==> src/rtl/bus_arbiter_rr_bcast.sv <==
// Shared-bus arbiter: picks one pending driver FIFO (round-robin or fixed
// priority), pops its head packet and delivers it to one destination RX FIFO
// or broadcasts it to every other driver. Packets with an unknown destination
// are dropped with a one-cycle error pulse. Completed deliveries are counted.
module bus_arbiter_rr_bcast #(
  parameter int unsigned     PCKG_SZ = 16,
  parameter int unsigned     DRVRS   = 8,
  parameter int unsigned     ID_W    = 8,
  parameter logic [ID_W-1:0] BCAST   = ID_W'(8'hFF),
  parameter int unsigned     CNT_W   = 16
) (
  input  logic                       clk,
  input  logic                       reset,
  input  logic                       prio_mode,
  input  logic [DRVRS-1:0]           pndng,
  input  logic [DRVRS*PCKG_SZ-1:0]   D_pop,
  input  logic [DRVRS-1:0]           full,
  output logic [DRVRS-1:0]           pop,
  output logic [DRVRS-1:0]           push,
  output logic [PCKG_SZ-1:0]         D_push,
  output logic [$clog2(DRVRS)-1:0]   grant_id,
  output logic                       busy,
  output logic                       drop_err,
  output logic [CNT_W-1:0]           pkt_cnt
);

  localparam int unsigned GW = $clog2(DRVRS);
  // One extra bit so pointer + offset can exceed DRVRS before wrapping.
  localparam int unsigned IW = GW + 1;

  localparam logic [1:0] S_IDLE    = 2'd0;
  localparam logic [1:0] S_POP     = 2'd1;
  localparam logic [1:0] S_DELIVER = 2'd2;

  // State and registered outputs
  logic [1:0]         r_state;
  logic [GW-1:0]      r_ptr;
  logic [GW-1:0]      r_grant;
  logic [PCKG_SZ-1:0] r_pkt;
  logic [DRVRS-1:0]   r_pop;
  logic [DRVRS-1:0]   r_push;
  logic [PCKG_SZ-1:0] r_dpush;
  logic               r_busy;
  logic               r_drop;
  logic [CNT_W-1:0]   r_cnt;

  // Next-state values
  logic [1:0]         w_state_nxt;
  logic [GW-1:0]      w_ptr_nxt;
  logic [GW-1:0]      w_grant_nxt;
  logic [DRVRS-1:0]   w_pop_nxt;
  logic [DRVRS-1:0]   w_push_nxt;
  logic [PCKG_SZ-1:0] w_dpush_nxt;
  logic               w_drop_nxt;
  logic [CNT_W-1:0]   w_cnt_nxt;
  logic               w_cap;

  // Arbitration results
  logic               w_rr_found;
  logic [GW-1:0]      w_rr_idx;
  logic [IW-1:0]      w_sum;
  logic               w_fx_found;
  logic [GW-1:0]      w_fx_idx;
  logic [GW-1:0]      w_win;

  // Destination decode
  logic [PCKG_SZ-1:0] w_head;
  logic [PCKG_SZ-1:0] w_pkt;
  logic [ID_W-1:0]    w_dst;
  logic               w_is_bcast;
  logic               w_is_uni;
  logic               w_invalid;
  logic [DRVRS-1:0]   w_uni_mask;
  logic [DRVRS-1:0]   w_self;
  logic [DRVRS-1:0]   w_mask;
  logic               w_ready;

  // Round-robin search: first pending driver after the pointer, wrapping.
  always_comb begin
    w_rr_found = 1'b0;
    w_rr_idx   = '0;
    w_sum      = '0;
    for (int unsigned k = 1; k <= DRVRS; k++) begin
      w_sum = IW'(r_ptr) + IW'(k);
      if (w_sum >= IW'(DRVRS)) begin
        w_sum = w_sum - IW'(DRVRS);
      end
      if (!w_rr_found && pndng[GW'(w_sum)]) begin
        w_rr_found = 1'b1;
        w_rr_idx   = GW'(w_sum);
      end
    end
  end

  // Fixed priority: lowest pending index wins.
  always_comb begin
    w_fx_found = 1'b0;
    w_fx_idx   = '0;
    for (int unsigned i = 0; i < DRVRS; i++) begin
      if (!w_fx_found && pndng[i]) begin
        w_fx_found = 1'b1;
        w_fx_idx   = GW'(i);
      end
    end
  end

  assign w_win = prio_mode ? w_fx_idx : w_rr_idx;

  // Head packet of the granted TX FIFO.
  always_comb begin
    w_head = '0;
    for (int unsigned i = 0; i < DRVRS; i++) begin
      if (r_grant == GW'(i)) begin
        w_head = D_pop[i*PCKG_SZ +: PCKG_SZ];
      end
    end
  end

  // During POP the packet is still on D_pop; afterwards it sits in r_pkt.
  assign w_pkt      = (r_state == S_POP) ? w_head : r_pkt;
  assign w_dst      = w_pkt[PCKG_SZ-1 -: ID_W];
  assign w_is_bcast = (w_dst == BCAST);
  assign w_is_uni   = (w_dst < ID_W'(DRVRS));
  assign w_invalid  = !w_is_bcast && !w_is_uni;

  // Destination masks: unicast target and "everyone but the source".
  always_comb begin
    w_uni_mask = '0;
    w_self     = '0;
    for (int unsigned i = 0; i < DRVRS; i++) begin
      w_uni_mask[i] = (w_dst == ID_W'(i));
      w_self[i]     = (r_grant == GW'(i));
    end
  end

  assign w_mask  = w_is_bcast ? ~w_self : (w_is_uni ? w_uni_mask : '0);
  assign w_ready = ((w_mask & full) == '0);

  // Next-state and next-output logic.
  always_comb begin
    w_state_nxt = r_state;
    w_ptr_nxt   = r_ptr;
    w_grant_nxt = r_grant;
    w_pop_nxt   = '0;
    w_push_nxt  = '0;
    w_dpush_nxt = r_dpush;
    w_drop_nxt  = 1'b0;
    w_cnt_nxt   = r_cnt;
    w_cap       = 1'b0;
    case (r_state)
      S_IDLE: begin
        if (|pndng) begin
          w_grant_nxt = w_win;
          for (int unsigned i = 0; i < DRVRS; i++) begin
            w_pop_nxt[i] = (w_win == GW'(i));
          end
          w_state_nxt = S_POP;
        end
      end
      S_POP: begin
        w_cap     = 1'b1;
        w_ptr_nxt = r_grant;
        if (w_invalid) begin
          w_drop_nxt  = 1'b1;
          w_state_nxt = S_IDLE;
        end else begin
          w_state_nxt = S_DELIVER;
          if (w_ready) begin
            w_push_nxt  = w_mask;
            w_dpush_nxt = w_pkt;
            w_cnt_nxt   = r_cnt + CNT_W'(1);
          end
        end
      end
      S_DELIVER: begin
        // A non-zero r_push means the push strobe is on the bus this cycle.
        if ((r_push != '0) || w_invalid) begin
          w_state_nxt = S_IDLE;
        end else if (w_ready) begin
          w_push_nxt  = w_mask;
          w_dpush_nxt = w_pkt;
          w_cnt_nxt   = r_cnt + CNT_W'(1);
        end
      end
      default: begin
        w_state_nxt = S_IDLE;
      end
    endcase
  end

  // State and output registers.
  always_ff @(posedge clk or negedge reset) begin
    if (!reset) begin
      r_state <= S_IDLE;
      r_ptr   <= GW'(DRVRS - 1);
      r_grant <= '0;
      r_pkt   <= '0;
      r_pop   <= '0;
      r_push  <= '0;
      r_dpush <= '0;
      r_busy  <= 1'b0;
      r_drop  <= 1'b0;
      r_cnt   <= '0;
    end else begin
      r_state <= w_state_nxt;
      r_ptr   <= w_ptr_nxt;
      r_grant <= w_grant_nxt;
      r_pop   <= w_pop_nxt;
      r_push  <= w_push_nxt;
      r_dpush <= w_dpush_nxt;
      r_busy  <= (w_state_nxt != S_IDLE);
      r_drop  <= w_drop_nxt;
      r_cnt   <= w_cnt_nxt;
      if (w_cap) begin
        r_pkt <= w_head;
      end
    end
  end

  assign pop      = r_pop;
  assign push     = r_push;
  assign D_push   = r_dpush;
  assign grant_id = r_grant;
  assign busy     = r_busy;
  assign drop_err = r_drop;
  assign pkt_cnt  = r_cnt;

endmodule

==> config.mk <==
export PLATFORM = sky130hd
export DESIGN_NAME = bus_arbiter_rr_bcast
export DESIGN_NICKNAME = d
export VERILOG_FILES = /design/src/rtl/bus_arbiter_rr_bcast.sv
export SDC_FILE = /design/constraint.sdc
export NUM_CORES = 1
export LEC_CHECK = 0
export ABC_AREA = 1
export CORE_UTILIZATION = 45
export DETAILED_ROUTE_END_ITERATION = 10
export PLACE_DENSITY = 0.94
export SLEW_MARGIN = 40
export SYNTH_ARGS = -nofsm -noshare
export SYNTH_HDL_FRONTEND = slang
export SYNTH_SLANG_ARGS = --single-unit
==> constraint.sdc <==
create_clock -name clk -period 4.3 [get_ports clk]
set_input_delay 0.43 -clock clk [delete_from_list [all_inputs] [get_ports clk]]
set_output_delay 0.43 -clock clk [all_outputs]
set_load 0.03 [all_outputs]
# Yosys cells after proc, flatten, opt, wreduce, memory -nomap -nowiden
# Index checks and enable logic that the tools add are counted.
dict set report word_totals {
  inputBits 147
  wordCells 201
  ff_bits 74
  out_inout_bits 53
}
dict set report classes {
  add_sub_neg 17
  mux 86
  n_lt_le_gt_ge 17
  reduce_logical 43
  bitwise_logic 2
  eq_ne 26
}
# op count
set ops {}
lappend ops {{2-to-1 mux 16 bit} 15}
lappend ops {{2-to-1 mux 3 bit} 23}
lappend ops {{one-hot mux 16 bit (2 select lines)} 2}
lappend ops {{2-to-1 mux 8 bit} 7}
lappend ops {{equality test 8 x 3 -> 1 bit (second input constant)} 4}
lappend ops {{greater-or-equal comparator 4 bit (second input constant)} 8}
lappend ops {{< comparator 3 x 4 -> 1 bit (second input constant)} 8}
lappend ops {{2-to-1 mux 1 bit} 26}
lappend ops {{binary-select mux 1 bit (select 3 bit)} 8}
lappend ops {{equality test 3 bit (second input constant)} 8}
lappend ops {{subtractor 3 x 1 -> 3 bit (second input constant)} 8}
lappend ops {{adder 16 x 1 -> 16 bit (second input constant)} 1}
lappend ops {{adder 3 x 3 -> 4 bit (second input constant)} 4}
lappend ops {{equality test 8 x 2 -> 1 bit (second input constant)} 2}
lappend ops {{logical NOT 1 bit} 16}
lappend ops {{logical NOT 8 bit} 2}
lappend ops {{one-hot mux 8 bit (2 select lines)} 1}
lappend ops {{logical AND 1 bit} 15}
lappend ops {{equality test 3 x 2 -> 1 bit (second input constant)} 4}
lappend ops {{adder 3 x 2 -> 4 bit (second input constant)} 2}
lappend ops {{AND 8 bit} 1}
lappend ops {{equality test 8 x 1 -> 1 bit (second input constant)} 1}
lappend ops {{equality test 8 bit (second input constant)} 1}
lappend ops {{< comparator 8 x 4 -> 1 bit (second input constant)} 1}
lappend ops {{17 further kinds} 23}

# Logic depth before layout (Yosys ltp)
dict set report logic_depth {
  ltp_word 31
  mapped_depth 22
  ltp_nobuf 19
}

# Worst setup path after synthesis
# OpenSTA, ideal clock, no wires.
dict set report synth_path {
  path_kind {register to register}
  start {register r_ptr[1]}
  end {register r_pop[4], in the netlist pop[4]}
  setup_slack_ps 1214
  setup_ps 72
  n_path_buf 2
  arrival_ps 3013
  synth_period_minus_slack_ps 3086
  required_time_ps 4228
  path_stages_with_launch 18
  path_cell_list {dfstp_2 clkbuf_1 inv_1 ha_1 clkbuf_1 o21ai_0 nand2_1 nand2_1 inv_1 nand4_1 nor2_1 nand2_1 nor2_1 nand2_1 o21ai_0 o21bai_1 nand3_1 nor2_1}
}
dict set report synth_via {
  elab_chain_len 31
}
# element line
set synth_lines {}
lappend synth_lines {{from (decl)} 37} ;# logic [GW-1:0] r_ptr;
lappend synth_lines {{from (signal assigned)} 195} ;# r_ptr <= GW'(DRVRS - 1);
lappend synth_lines {{from (signal assigned)} 206} ;# r_ptr <= w_ptr_nxt;
lappend synth_lines {{adder 3 x 1 -> 4 bit} 84} ;# w_sum = IW'(r_ptr) + IW'(k);
lappend synth_lines {{greater-or-equal comparator 4 bit or subtractor 3 x 1 -> 3 bit (tied branches)} {85, 86}}
lappend synth_lines {{2-to-1 mux 3 bit} 85} ;# if (w_sum >= IW'(DRVRS)) begin
lappend synth_lines {{binary-select mux 1 bit (select 3 bit)} 88} ;# if (!w_rr_found && pndng[GW'(w_sum)]) begin
lappend synth_lines {{2-to-1 mux 1 bit (not written as such)} 88}
lappend synth_lines {{2-to-1 mux 1 bit} 88}
lappend synth_lines {{logical NOT 1 bit} 88}
lappend synth_lines {{logical AND 1 bit} 88}
lappend synth_lines {{[16 not listed]} n/a}
lappend synth_lines {{logical NOT 1 bit} 88}
lappend synth_lines {{logical AND 1 bit} 88}
lappend synth_lines {{2-to-1 mux 3 bit *} 88}
lappend synth_lines {{2-to-1 mux 3 bit *} 107} ;# assign w_win = prio_mode ? w_fx_idx : w_rr_idx;
lappend synth_lines {{equality test 3 bit *} 155} ;# w_pop_nxt[i] = (w_win == GW'(i));
lappend synth_lines {{2-to-1 mux 8 bit *} 152} ;# if (|pndng) begin
lappend synth_lines {{2-to-1 mux 8 bit *} 150} ;# case (r_state)
lappend synth_lines {{named net w_pop_nxt[4]} 51} ;# logic [DRVRS-1:0] w_pop_nxt;
lappend synth_lines {{to (signal assigned)} 208} ;# r_pop <= w_pop_nxt;
lappend synth_lines {{to (decl)} 40} ;# logic [DRVRS-1:0] r_pop;
# Mark *: on every way through the listed nets, which the timed path passes. The rest lies on a longest branch. The select of a mux whose other input is x is not followed.
# A chain may end at the register's enable or synchronous reset.

# Worst setup path after layout
dict set report layout_path {
  start {register r_grant[1], in the netlist grant_id[1]}
  end {register r_dpush[15], in the netlist D_push[15]}
}
dict set report layout_via {
  elab_chain_len 18
}
# element line
set layout_lines {}
lappend layout_lines {{from (decl)} 38} ;# logic [GW-1:0] r_grant;
lappend layout_lines {{from (signal assigned)} 207} ;# r_grant <= w_grant_nxt;
lappend layout_lines {{logical NOT 3 bit} 113} ;# if (r_grant == GW'(i)) begin
lappend layout_lines {{2-to-1 mux 16 bit (7 in series)} 113}
lappend layout_lines {{2-to-1 mux 16 bit *} 113}
lappend layout_lines {{2-to-1 mux 16 bit *} 120} ;# assign w_pkt = (r_state == S_POP) ? w_head : r_pkt;
lappend layout_lines {{named net w_pkt[8]} 68} ;# logic [PCKG_SZ-1:0] w_pkt;
lappend layout_lines {{< comparator 8 x 4 -> 1 bit (tied with other cells)} 123} ;# assign w_is_uni = (w_dst < ID_W'(DRVRS));
lappend layout_lines {{2-to-1 mux 8 bit (2 in series)} 136} ;# assign w_mask = w_is_bcast ? ~w_self : (w_is_uni ? w_uni_mask : '0);
lappend layout_lines {{AND 8 bit} 137} ;# assign w_ready = ((w_mask & full) == '0);
lappend layout_lines {{logical NOT 8 bit} 137}
lappend layout_lines {{2-to-1 mux 16 bit} {168, 179}}
lappend layout_lines {{2-to-1 mux 16 bit (on tied branches)} {177, 163}}
lappend layout_lines {{one-hot mux 16 bit (2 select lines)} 150}
lappend layout_lines {{to (signal assigned)} 210} ;# r_dpush <= w_dpush_nxt;
lappend layout_lines {{to (decl)} 42} ;# logic [PCKG_SZ-1:0] r_dpush;
# Marks and branches as above.

==> results.md <==
- Worst-path clk slew: about 60 ps
- Grt ovf: 0
- Pleak: around 3.5 nW
- WL/cell: about 18 um
- Grt peak-use layer: met2
- Post-CTS setup buffers: 0
- Vias: just over 6000
- Seq/Total Area, Yosys: 0.3531
- Root buffer cell: clkbuf_16
- ANT cells: 0
- Drt drc: 0
- Final Hold Vio Count: 0
- Final min period: roughly 3900 ps
- Worst path most repeated cell: nand2_1
- CTS tree: built
- Die area: roughly 12000 sq um
- Synthesized flop and latch total: between 70 and 80
- Pwr/cell area: ~760 nW/um^2
- PostCTS Resize Cnt: 0
- Fin nets: between 1000 and 1500
- H-tree Lvls: 3
- CTS Hold Buffers Added: 0
- Placer Congestion: around 1
- Ys async rst share: 1.000
- # Max-Cap Violations: 0
- Clock latency on the worst-skew pair: approximately 340 ps
- Most frequent cells in the layout: 240 x nand2_1, 198 x clkdlybuf4s50_1, 82 x nor2_1
- Initial core utilization: 0.4602
- Final period utilization: 0.9064
- Synth Cell Area: about 5300 sq um
- Max VDD drop: around 520 uV
- Final Hold Slack: 109.5 ps
- Final WL: between 15 and 20 mm
- HP Class: input pin to async pin
- Startpoint Class: flip-flop
- Largest net degree at the start of global routing: 75
- Post-DP HPWL: ~14 mm
- Post-synth EDFFs: 0
- Critical path type: flip-flop to flip-flop
- Clock skew: between 6 and 7 ps
- CTS Buf Count: 9
- Initial antenna violation count: 0
- Critical Path Sink Type: flip-flop
- Worst-path maximum fanout: 32
- Setup-failing EPs final: 0
- Synth Flop Type: dfrtp_1
- Data arrival, critical path: 4110 ps
- Die H: roughly 110 um
- Via/cell ratio: roughly 5.6
- Clock Tree Buf Depth: 2
- RSZ-0062 raised after global routing: no
- CP peak stage delay: approximately 600 ps
- Commonest non-fill, non-tap cell in the layout: nand2_1
- Area Growth Syn to Fin: 45.64%
- Worst-Margin Slew: 667.3 ps
- Setup_tns: 0 ps
- Met3 GRT Util: 0.05996
- Number of fill cells in the layout: between 900 and 1000
- CP Cell Sequence: nor2_4 > nand2_1 > inv_2 > nand2_1 > nand4_1 > nand2_1 > nand2_2 > nand2_1 > nor2_4 > nand2_2 > nand2_2 > nor2_2 > o21ai_4 > nand3_2 > nand2_1 > nand2_1
- Sink Count: 74
- Core Region: around 11000 sq um
- Outcome: finished clean
- Netlist cell types: 39
- Die width: around 110 um
- Final Slew Violations: 0
- Drt first pass iters: 6
- Crit path max-delay cell type: dfrtp_1
- Synth Area per Inst: about 6.8 sq um
- Synth Net Count: roughly 900
- First-pass GRT wire length: 28.34 mm
- Initial DRC Count: 730
- Fmax: between 0.2 and 0.3 GHz
- # IOs: 200
- Port buffer count: 199
- M2 GR Usage: 0.5013
- Data required, critical path: 4520 ps
- Syn Inst Count: 771
- DRT antenna net count: 0
- Yosys warning count: 0
- Relative slew slack: 0.5546
- GRT met1 Usage: 0.4094
- Global Route Usage Sum: 0.3128
- Vias in the first global route: between 5000 and 6000
- Share of cells above drive strength 1: 0.06472
- Core Rows: 39
## per-stage QoR
step                power [mW]  cell area (sq um)    util  cells  setup slack (ps)
floorplan                3.707               5255       -    771              1214
global placement         4.711               7301  0.6394   1085             675.8
detailed placement       4.794               7305  0.6397   1085             524.1
CTS                      5.711               7654  0.6703   1101             467.6
global route             6.189               7654  0.6703   1101             121.7
finish                   5.794               7654  0.6703   1101             402.5
## flip-flops by register name, indices dropped and copies added (netlist names)
name / flops
D_push: 16
pkt_cnt: 16
r_pkt: 16
pop: 8
push: 8
grant_id: 3
r_ptr: 3
r_state: 2
busy: 1
drop_err: 1
## power breakdown
part | switching [mW] | internal, mW
clock | 0.315 | 0.573
sequential | 0.210 | 0.954
combinational | 2.56 | 1.19
total | 3.08 | 2.71
## synth_stat cells (8+ instances only)
master	instances	area, sq um
a21oi_1	23	115.1
buf_2	23	115.1
dfrtp_1	71	1777
inv_1	58	217.7
nand2_1	240	900.9
nand3_1	59	295.3
nand4_1	71	444.2
nor2_1	82	307.8
nor2_4	8	90.09
nor3_1	10	50.05
o21ai_0	35	175.2
xor2_1	10	87.58
## per-layer routing
metal | vias up | share of wire
li1 | 2932 | -
met1 | 2840 | 0.41
met2 | 391 | 0.45
met3 | 50 | 0.10
met4 | 0 | 0.038
met5 | - | 0
## path summary, 6_finish.rpt
| kind | end | slack, ps | cells past startpoint | startpoint |
|---|---|---|---|---|
| max | D_push[15] | 400 | 16 | grant_id[1] |
| min | D_push[4] | 110 | 1 | reset |
| max reg2reg | D_push[15] | 400 | 16 | grant_id[1] |
| min reg2reg | D_push[7] | 480 | 2 | D_push[7] |
| max in group asynchronous | r_state[0] | 3740 | 1 | reset |
| min in group clk | D_push[7] | 480 | 2 | D_push[7] |
## worst max-delay path: cells and delay by family, from the launching register on
| family | cells | cell delay [ps] |
|---|---|---|
| and+or+nand+nor | 14 | 2660 |
| buffers and inverters | 1 | 330 |
| AOI/OAI and AO/OA | 1 | 160 |
| DFF | 1 | 610 |
## layout make-up
| class | count | area [sq um] | area share |
|---|---|---|---|
| clock buffers | 9 | 225.2 | 0.02943 |
| clock inverters | 7 | 123.9 | 0.01618 |
| inverters | 66 | 250.2 | 0.03270 |
| multi-input cells | 594 | 2959 | 0.3866 |
| flip-flops and latches | 74 | 1856 | 0.2424 |
| well taps | 143 | 178.9 | 0.02338 |
| repair buffers | 208 | 2061 | 0.2693 |
## logic make-up (layout without fill, tap and decap cells)
kind of cell | count (synthesis) | after routing | synth area share
buf+inv | 103 | 290 | 0.08381
xor+xnor | 17 | 17 | 0.02833
flops | 74 | 74 | 0.3531
simple gates | 494 | 494 | 0.4348
compound gates | 75 | 75 | 0.08143
fa+ha+maj | 7 | 7 | 0.01667
mux | 1 | 1 | 0.001905
(Power assumes the default switching activity.)
